$ cat src/rtl/color_pkg.sv
// rtl/color_pkg.sv - shared types, defaults and palette lookup for the colour sequencer
package color_pkg;

    localparam int CNT_W_DEF  = 25;
    localparam int CHAN_W_DEF = 4;
    localparam int MAX_DEF    = (1 << CHAN_W_DEF) - 1;

    typedef enum logic [1:0] {
        BLINK   = 2'd0,
        PALETTE = 2'd1,
        FADE    = 2'd2,
        HOLD    = 2'd3
    } mode_e;

    // One bit per channel: channel is fully on when set, off otherwise.
    typedef struct packed {
        logic r;
        logic g;
        logic b;
    } rgb_on_t;

    function automatic rgb_on_t palette(input logic [2:0] idx);
        rgb_on_t c;
        c.r = idx[0];
        c.g = idx[1];
        c.b = idx[2];
        return c;
    endfunction

endpackage

$ cat src/rtl/tick_prescaler.sv
// rtl/tick_prescaler.sv - programmable step generator with period+1 spacing and synchronous clear
module tick_prescaler #(
    parameter int CNT_W = 25
) (
    input  logic             clk,
    input  logic             reset,
    input  logic             enable,
    input  logic             clear,
    input  logic [CNT_W-1:0] period,
    output logic             fire,
    output logic             step
);

    logic [CNT_W-1:0] cnt;

    // fire is the step about to be registered; the top updates colour on the same edge.
    assign fire = enable && !clear && (cnt >= period);

    always_ff @(posedge clk) begin
        if (reset || clear) begin
            cnt  <= '0;
            step <= 1'b0;
        end else if (enable) begin
            if (cnt >= period) begin
                cnt  <= '0;
                step <= 1'b1;
            end else begin
                cnt  <= cnt + 1'b1;
                step <= 1'b0;
            end
        end else begin
            step <= 1'b0;
        end
    end

endmodule

$ cat src/rtl/color_sequencer.sv
// rtl/color_sequencer.sv - four-mode RGB test colour sequencer driven by a programmable step rate
module color_sequencer
    import color_pkg::*;
#(
    parameter int CNT_W  = CNT_W_DEF,
    parameter int CHAN_W = CHAN_W_DEF
) (
    input  logic              clk,
    input  logic              reset,
    input  logic              enable,
    input  logic [1:0]        mode,
    input  logic [CNT_W-1:0]  period,
    output logic              step,
    output logic [CHAN_W-1:0] red,
    output logic [CHAN_W-1:0] green,
    output logic [CHAN_W-1:0] blue
);

    localparam logic [CHAN_W-1:0] MAX = '1;

    mode_e             mode_q;
    logic              change;
    logic              fire;
    logic [2:0]        idx;
    logic [2:0]        idx_nxt;
    logic [CHAN_W-1:0] level;
    logic [CHAN_W-1:0] level_nxt;
    logic              dir_down;
    logic              dir_down_nxt;
    rgb_on_t           pal;

    assign change = (mode_e'(mode) != mode_q);

    tick_prescaler #(.CNT_W(CNT_W)) u_prescaler (
        .clk    (clk),
        .reset  (reset),
        .enable (enable),
        .clear  (change),
        .period (period),
        .fire   (fire),
        .step   (step)
    );

    // Triangle walker: each end holds for one extra step while direction flips.
    always_comb begin
        level_nxt    = level;
        dir_down_nxt = dir_down;
        idx_nxt      = idx + 3'd1;
        pal          = palette(idx_nxt);
        if (!dir_down) begin
            if (level == MAX) dir_down_nxt = 1'b1;
            else              level_nxt    = level + 1'b1;
        end else begin
            if (level == '0)  dir_down_nxt = 1'b0;
            else              level_nxt    = level - 1'b1;
        end
    end

    always_ff @(posedge clk) begin
        if (reset) begin
            mode_q   <= BLINK;
            idx      <= '0;
            level    <= '0;
            dir_down <= 1'b0;
            red      <= '0;
            green    <= '0;
            blue     <= '0;
        end else if (change) begin
            mode_q   <= mode_e'(mode);
            idx      <= '0;
            level    <= '0;
            dir_down <= 1'b0;
            red      <= '0;
            green    <= (mode_e'(mode) == FADE) ? MAX : '0;
            blue     <= '0;
        end else if (fire) begin
            case (mode_q)
                BLINK: begin
                    red  <= ~red;
                    blue <= ~blue;
                end
                PALETTE: begin
                    idx   <= idx_nxt;
                    red   <= {CHAN_W{pal.r}};
                    green <= {CHAN_W{pal.g}};
                    blue  <= {CHAN_W{pal.b}};
                end
                FADE: begin
                    level    <= level_nxt;
                    dir_down <= dir_down_nxt;
                    red      <= level_nxt;
                    green    <= MAX - level_nxt;
                    blue     <= '0;
                end
                HOLD: begin
                end
                default: begin
                end
            endcase
        end
    end

endmodule
$ cat config.mk
export PLATFORM = sky130hd
export DESIGN_NAME = color_sequencer
export DESIGN_NICKNAME = d
export VERILOG_FILES = /design/src/rtl/color_pkg.sv /design/src/rtl/tick_prescaler.sv /design/src/rtl/color_sequencer.sv
export SDC_FILE = /design/constraint.sdc
export NUM_CORES = 1
export LEC_CHECK = 0
export CAP_MARGIN = 15
export CORE_MARGIN = 2
export CORE_UTILIZATION = 54
export CTS_CLUSTER_SIZE = 16
export DETAILED_ROUTE_END_ITERATION = 8
export PLACE_DENSITY = 0.8
export SYNTH_ARGS = -nofsm -noshare
export SYNTH_HDL_FRONTEND = slang
export SYNTH_SLANG_ARGS = --single-unit
$ cat constraint.sdc
create_clock -name clk -period 3.6 [get_ports clk]
set_clock_uncertainty 0.2 [all_clocks]
set_input_delay 0.9 -clock clk [delete_from_list [all_inputs] [get_ports clk]]
set_output_delay 0.9 -clock clk [all_outputs]
set_load 0.02 [all_outputs]
### Word level (Yosys, flattened, before mapping)

Index checks and enable logic that the tools add are counted.

| word-level totals | value |
|---|---|
| output and inout bits | 13 |
| bits of input ports | 30 |
| flip-flop bits (word level) | 48 |

| cells by class | value |
|---|---|
| mux-type cells | 14 |
| order comparisons | 1 |
| bitwise gates (word level) | 3 |
| reduce and logical (&&, ||, !) cells | 15 |
| $add $sub $neg | 5 |
| equality and inequality tests | 5 |

Operators by type and width:

| kind | count |
|---|---|
| adder 25 x 1 -> 25 bit (second input constant) | 1 |
| >= comparator 25 bit | 1 |
| two-way mux 25 bit | 1 |
| two-way mux 4 bit | 6 |
| one-hot mux 4 bit (3 select lines) | 2 |
| inverter 4 bit | 2 |
| one-hot mux 4 bit (2 select lines) | 1 |
| AND reduction 2 bit | 4 |
| nonzero test 3 bit | 2 |
| adder 4 x 1 -> 4 bit (second input constant) | 1 |
| == test 2 bit (second input constant) | 2 |
| == test 4 bit (second input constant) | 1 |
| logical NOT 4 bit | 1 |
| two-way mux 1 bit | 4 |
| OR reduction 2 bit | 2 |
| subtractor 4 x 1 -> 4 bit (second input constant) | 1 |
| subtractor 4 bit (first input constant) | 1 |
| adder 3 x 1 -> 3 bit (second input constant) | 1 |
| == test 2 x 1 -> 1 bit (second input constant) | 1 |
| logical AND 1 bit | 2 |
| logical NOT 2 bit | 1 |
| != test 2 bit | 1 |
| nonzero test 2 bit | 1 |
| logical NOT 1 bit | 1 |
| 2 further kinds | 2 |

### Logic depth before layout (Yosys ltp)

| depth | value |
|---|---|
| word-level depth | 7 |
| depth in mapped cells | 10 |
| gate-level depth less buffers | 9 |

### By module

From an unflattened synthesis, not the netlist that was laid out.

| unflattened totals | value |
|---|---|
| cells, all modules | 372 |
| area total of the unflattened synthesis | 3204.3 sq um |

Modules (own cells, without submodules):

| module | area an instance (sq um) | times used | seq. area each (sq um) | cells an instance |
|---|---|---|---|---|
| tick_prescaler | 1913.1 | 1 | 520.5 | 219 |
| color_sequencer | 1291.2 | 1 | 440.4 | 153 |

### Worst setup path after synthesis

OpenSTA, ideal clock, no wires.

| path | value |
|---|---|
| path type | input to register |
| from | in period[16] |
| to | reg blue[0] |
| cell stages on the path | 9 |
| data arrival time | 2.567 ns |
| slack | 0.716 ns |
| path through | inv_1 -> ha_1 -> nand2_1 -> o21a_1 -> o211a_1 -> nor2_1 -> o21ai_2 -> o21bai_1 -> a32o_1 |

| between the ends | value |
|---|---|
| cells in the longest elaborated chain, start to end | 3 |

Ends and longest elaborated chain:

| element | line | source |
|---|---|---|
| from (decl) | color_sequencer.sv:12 | `input logic [CNT_W-1:0] period,` |
| >= comparator 25 bit | tick_prescaler.sv:17 | `assign fire = enable && !clear && (cnt >= period);` |
| logical AND 1 bit | tick_prescaler.sv:17 |  |
| AND reduction 2 bit (no source line) | n/a |  |
| to (signal assigned) | color_sequencer.sv:80 | `blue <= ~blue;` |
| to (signal assigned) | color_sequencer.sv:86 | `blue <= {CHAN_W{pal.b}};` |
| to (decl) | color_sequencer.sv:16 | `output logic [CHAN_W-1:0] blue` |

No other way between the ends.
A chain may end at the register's enable or synchronous reset.

### Worst setup path after layout

| path | value |
|---|---|
| from | in period[23] |
| to | reg green[1] |

| between the ends | value |
|---|---|
| cells in the longest elaborated chain, start to end | 4 |

Ends and longest elaborated chain:

| element | line | source |
|---|---|---|
| >= comparator 25 bit | tick_prescaler.sv:17 |  |
| logical AND 1 bit | tick_prescaler.sv:17 |  |
| nonzero test 2 bit (no source line) | n/a |  |
| AND reduction 2 bit (no source line) | n/a |  |
| to (signal assigned) | color_sequencer.sv:74 | `green <= (mode_e'(mode) == FADE) ? MAX : '0;` |
| to (signal assigned) | color_sequencer.sv:85 | `green <= {CHAN_W{pal.g}};` |
| to (signal assigned) | color_sequencer.sv:92 | `green <= MAX - level_nxt;` |
| to (decl) | color_sequencer.sv:15 | `output logic [CHAN_W-1:0] green,` |

No other way between the ends.

==> metrics.cfg <==
[synth]
synthDistinctLibCells=44
synth_edf_count=0
synth_nets=418
syn_area_um2=2912
yosys_warnings=0
syn_inst=356
synth-main-ff-cell=dfxtp_1
async_flop_share_pct=0
synth_area_per_cell_um2=8.178
ys_seq_area_share_pct=33.00
ys_seq_elements=48

[sta]
min_period_ps=3347
hold-worst-slack_ps=274.1
setup_violations=0
hold_viol=0
grt_setup_unrepaired=no
finalCritPeriodShare_pct=92.96
finalWorstSetupSlack_ps=253.4
slew_violations=0
worst_pin_slew_ps=818.1
relSlewSlack_pct=45.04
max_freq_ghz=0.2988

[clock_network]
clock_latency_ps=300
root_buffer=clkbuf_8
cts.htree.levels=2
post_cts_buffers=0
clock-sinks=48
cts_buffers=5
tritoncts=built
cts_max_path_buffers=2
clkTransAtPathRegs_ps=90

[floorplan]
die_y_um=77.43
initial_core_util_pct=56.65
num_rows=26
dieArea_um2=5995
die_w_um=77.43
core_region_area_um2=5140
ioPinCount=43

[critical_path]
ff2ff_path_depth=10
r2r_slack_ps=980
slowest_stage=clkdlybuf4s50_1
worst_setup_path_end_kind=register
critPathLaunchType=input pin
cp.required_ps=3610
path_cells=clkdlybuf4s50_1 > inv_1 > ha_1 > nand4_1 > nor4_2 > o21ai_1 > o21ai_4 > o221ai_1 > and2_1 > a221oi_1
worstSetupPathType=in -> reg
critPathMaxFanout=6
arrival_ps=3360
max_stage_delay_ps=470
rr_endpoint=blue[2]
r2r-start=u_prescaler.cnt[0]

[finish]
drive_above_1_share_pct=4.455
n_fill_cell=446
seq_area_um2=960.9
antennaDiodeCount=0
multi_input_area_um2=1774
final_nets=465
utilization_pct=68.96
mostFrequentLayoutCells=nor2_1, dfxtp_1, clkdlybuf4s50_1, inv_1, nand2_1
syn2layout_area_growth_pct=21.74

[job]
cap_violations=0

[route]
via_per_inst=5.342
wl_per_cell_um=12.39
num_vias=2532
final_antenna_net_count=0
dr.pass1.iters=4
first_iter_violations=134
drc=0
routed_wl_um=5873

[pwr]
p_per_area_nw_per_um2=282.1
leakagePower_nw=1.448
vdd_drop_max_v=0.0002558

[place]
hpwl_um=4555
place_ws_ps=-189.4
port_buffers=42
gp_congestion=0.8695

[grt]
grt_pass1_vias=2389
track_usage_pct=20.35
grt_pass1_wl_um=10150
antenna_found_initial=0
grt_max_degree=23
grt_overflow=0

[worst_hold_path]
min_to=green[2]
hold_path_class=reg -> reg
holdPathStages=2
hold_start=green[2]

[run_status]
status=complete, no violations

## state kept, by name, summed over array words and instances (netlist names)
signal	count
u_prescaler.cnt	25
green	4
mode_q	2
level	4
blue	4
u_prescaler.step	1
red	4
dir_down	1
idx	3
## cell type report
| type | count | area share [%] |
|---|---|---|
| Multi-Input combinational cell | 260 | 50.05 |
| Sequential cell | 48 | 27.11 |
| Timing Repair Buffer | 48 | 13.48 |
| Inverter | 40 | 4.236 |
| Tap cell | 70 | 2.471 |
| Clock buffer | 7 | 2.436 |
| Clock inverter | 1 | 0.2118 |
## timing repair
item / in CTS / in global routing
resized for setup: 0 / 1
setup endpoints to repair: 0 / 4
hold buffers: 0 / 0
## routing by layer
layer | up-vias | part of all wire, % | GRT usage (%)
met2 | 43 | 49 | 37.22
met4 | 0 | 1.2 | 6.429
met5 | - | 0 | 0
li1 | 1319 | - | -
met1 | 1159 | 45 | 23.49
met3 | 11 | 3.9 | 4.419
## logic make-up (layout without fill, tap and decap cells)
group	count (synthesis)	count (layout)	share of synthesized area, %
buffers and inverters	48	96	6.274
multiplexers	3	3	1.031
AO/OA/AOI/OAI	66	66	16.24
adder cells (fa/ha/maj)	32	32	13.75
XOR/XNOR	31	31	9.325
flip-flops	48	48	33.00
AND/OR/NAND/NOR	128	128	20.37
## where the power goes
part	internal, mW	leakage (nW)	switching, mW
registers	0.537	0.388	0.00459
logic	0.0612	1.02	0.0573
clock network	0.156	0.0445	0.184
## per-stage QoR
stage / TNS, ps / power (mW) / cells / cell area (um2)
final: 0 / 1.000 / 474 / 3545
after global routing: 0 / 1.036 / 474 / 3545
after detailed placement: -1402 / 0.6725 / 466 / 3445
after global placement: -844.4 / 0.6699 / 466 / 3445
after CTS: 0 / 1.003 / 474 / 3538
after floorplan: 0 / 0.6124 / 356 / 2912
## worst max-delay path, delay by kind of cell
family / cells / cell delay, ps
AO/OA/AOI/OAI: 4 / 910
adder cells (fa/ha/maj): 1 / 290
buffers and inverters: 2 / 520
AND/OR/NAND/NOR: 3 / 720
## Yosys cell counts (5+ instances only)
cell type  number  area (um2)
o21ai_0         6       30.03
xnor2_1        13       113.9
dfxtp_1        48       960.9
a21oi_1        19       95.09
nor2_1         48       180.2
ha_1           32       400.4
nand2_1        33       123.9
xor2_1         18       157.7
a21o_1          5       37.54
nand4_1        14       87.58
nand3_1         7       35.03
clkbuf_1        6       22.52
inv_1          40       150.1
## how the worst max path moves through the flow
stage	startpoint	endpoint
final	period[23]	green[1]
after global routing	period[22]	green[0]
after CTS	period[23]	green[3]
after detailed placement	period[23]	green[1]
after global placement	period[23]	green[2]
after floorplan	period[16]	blue[0]
No activity file was read; power rests on OpenSTA's default activity.
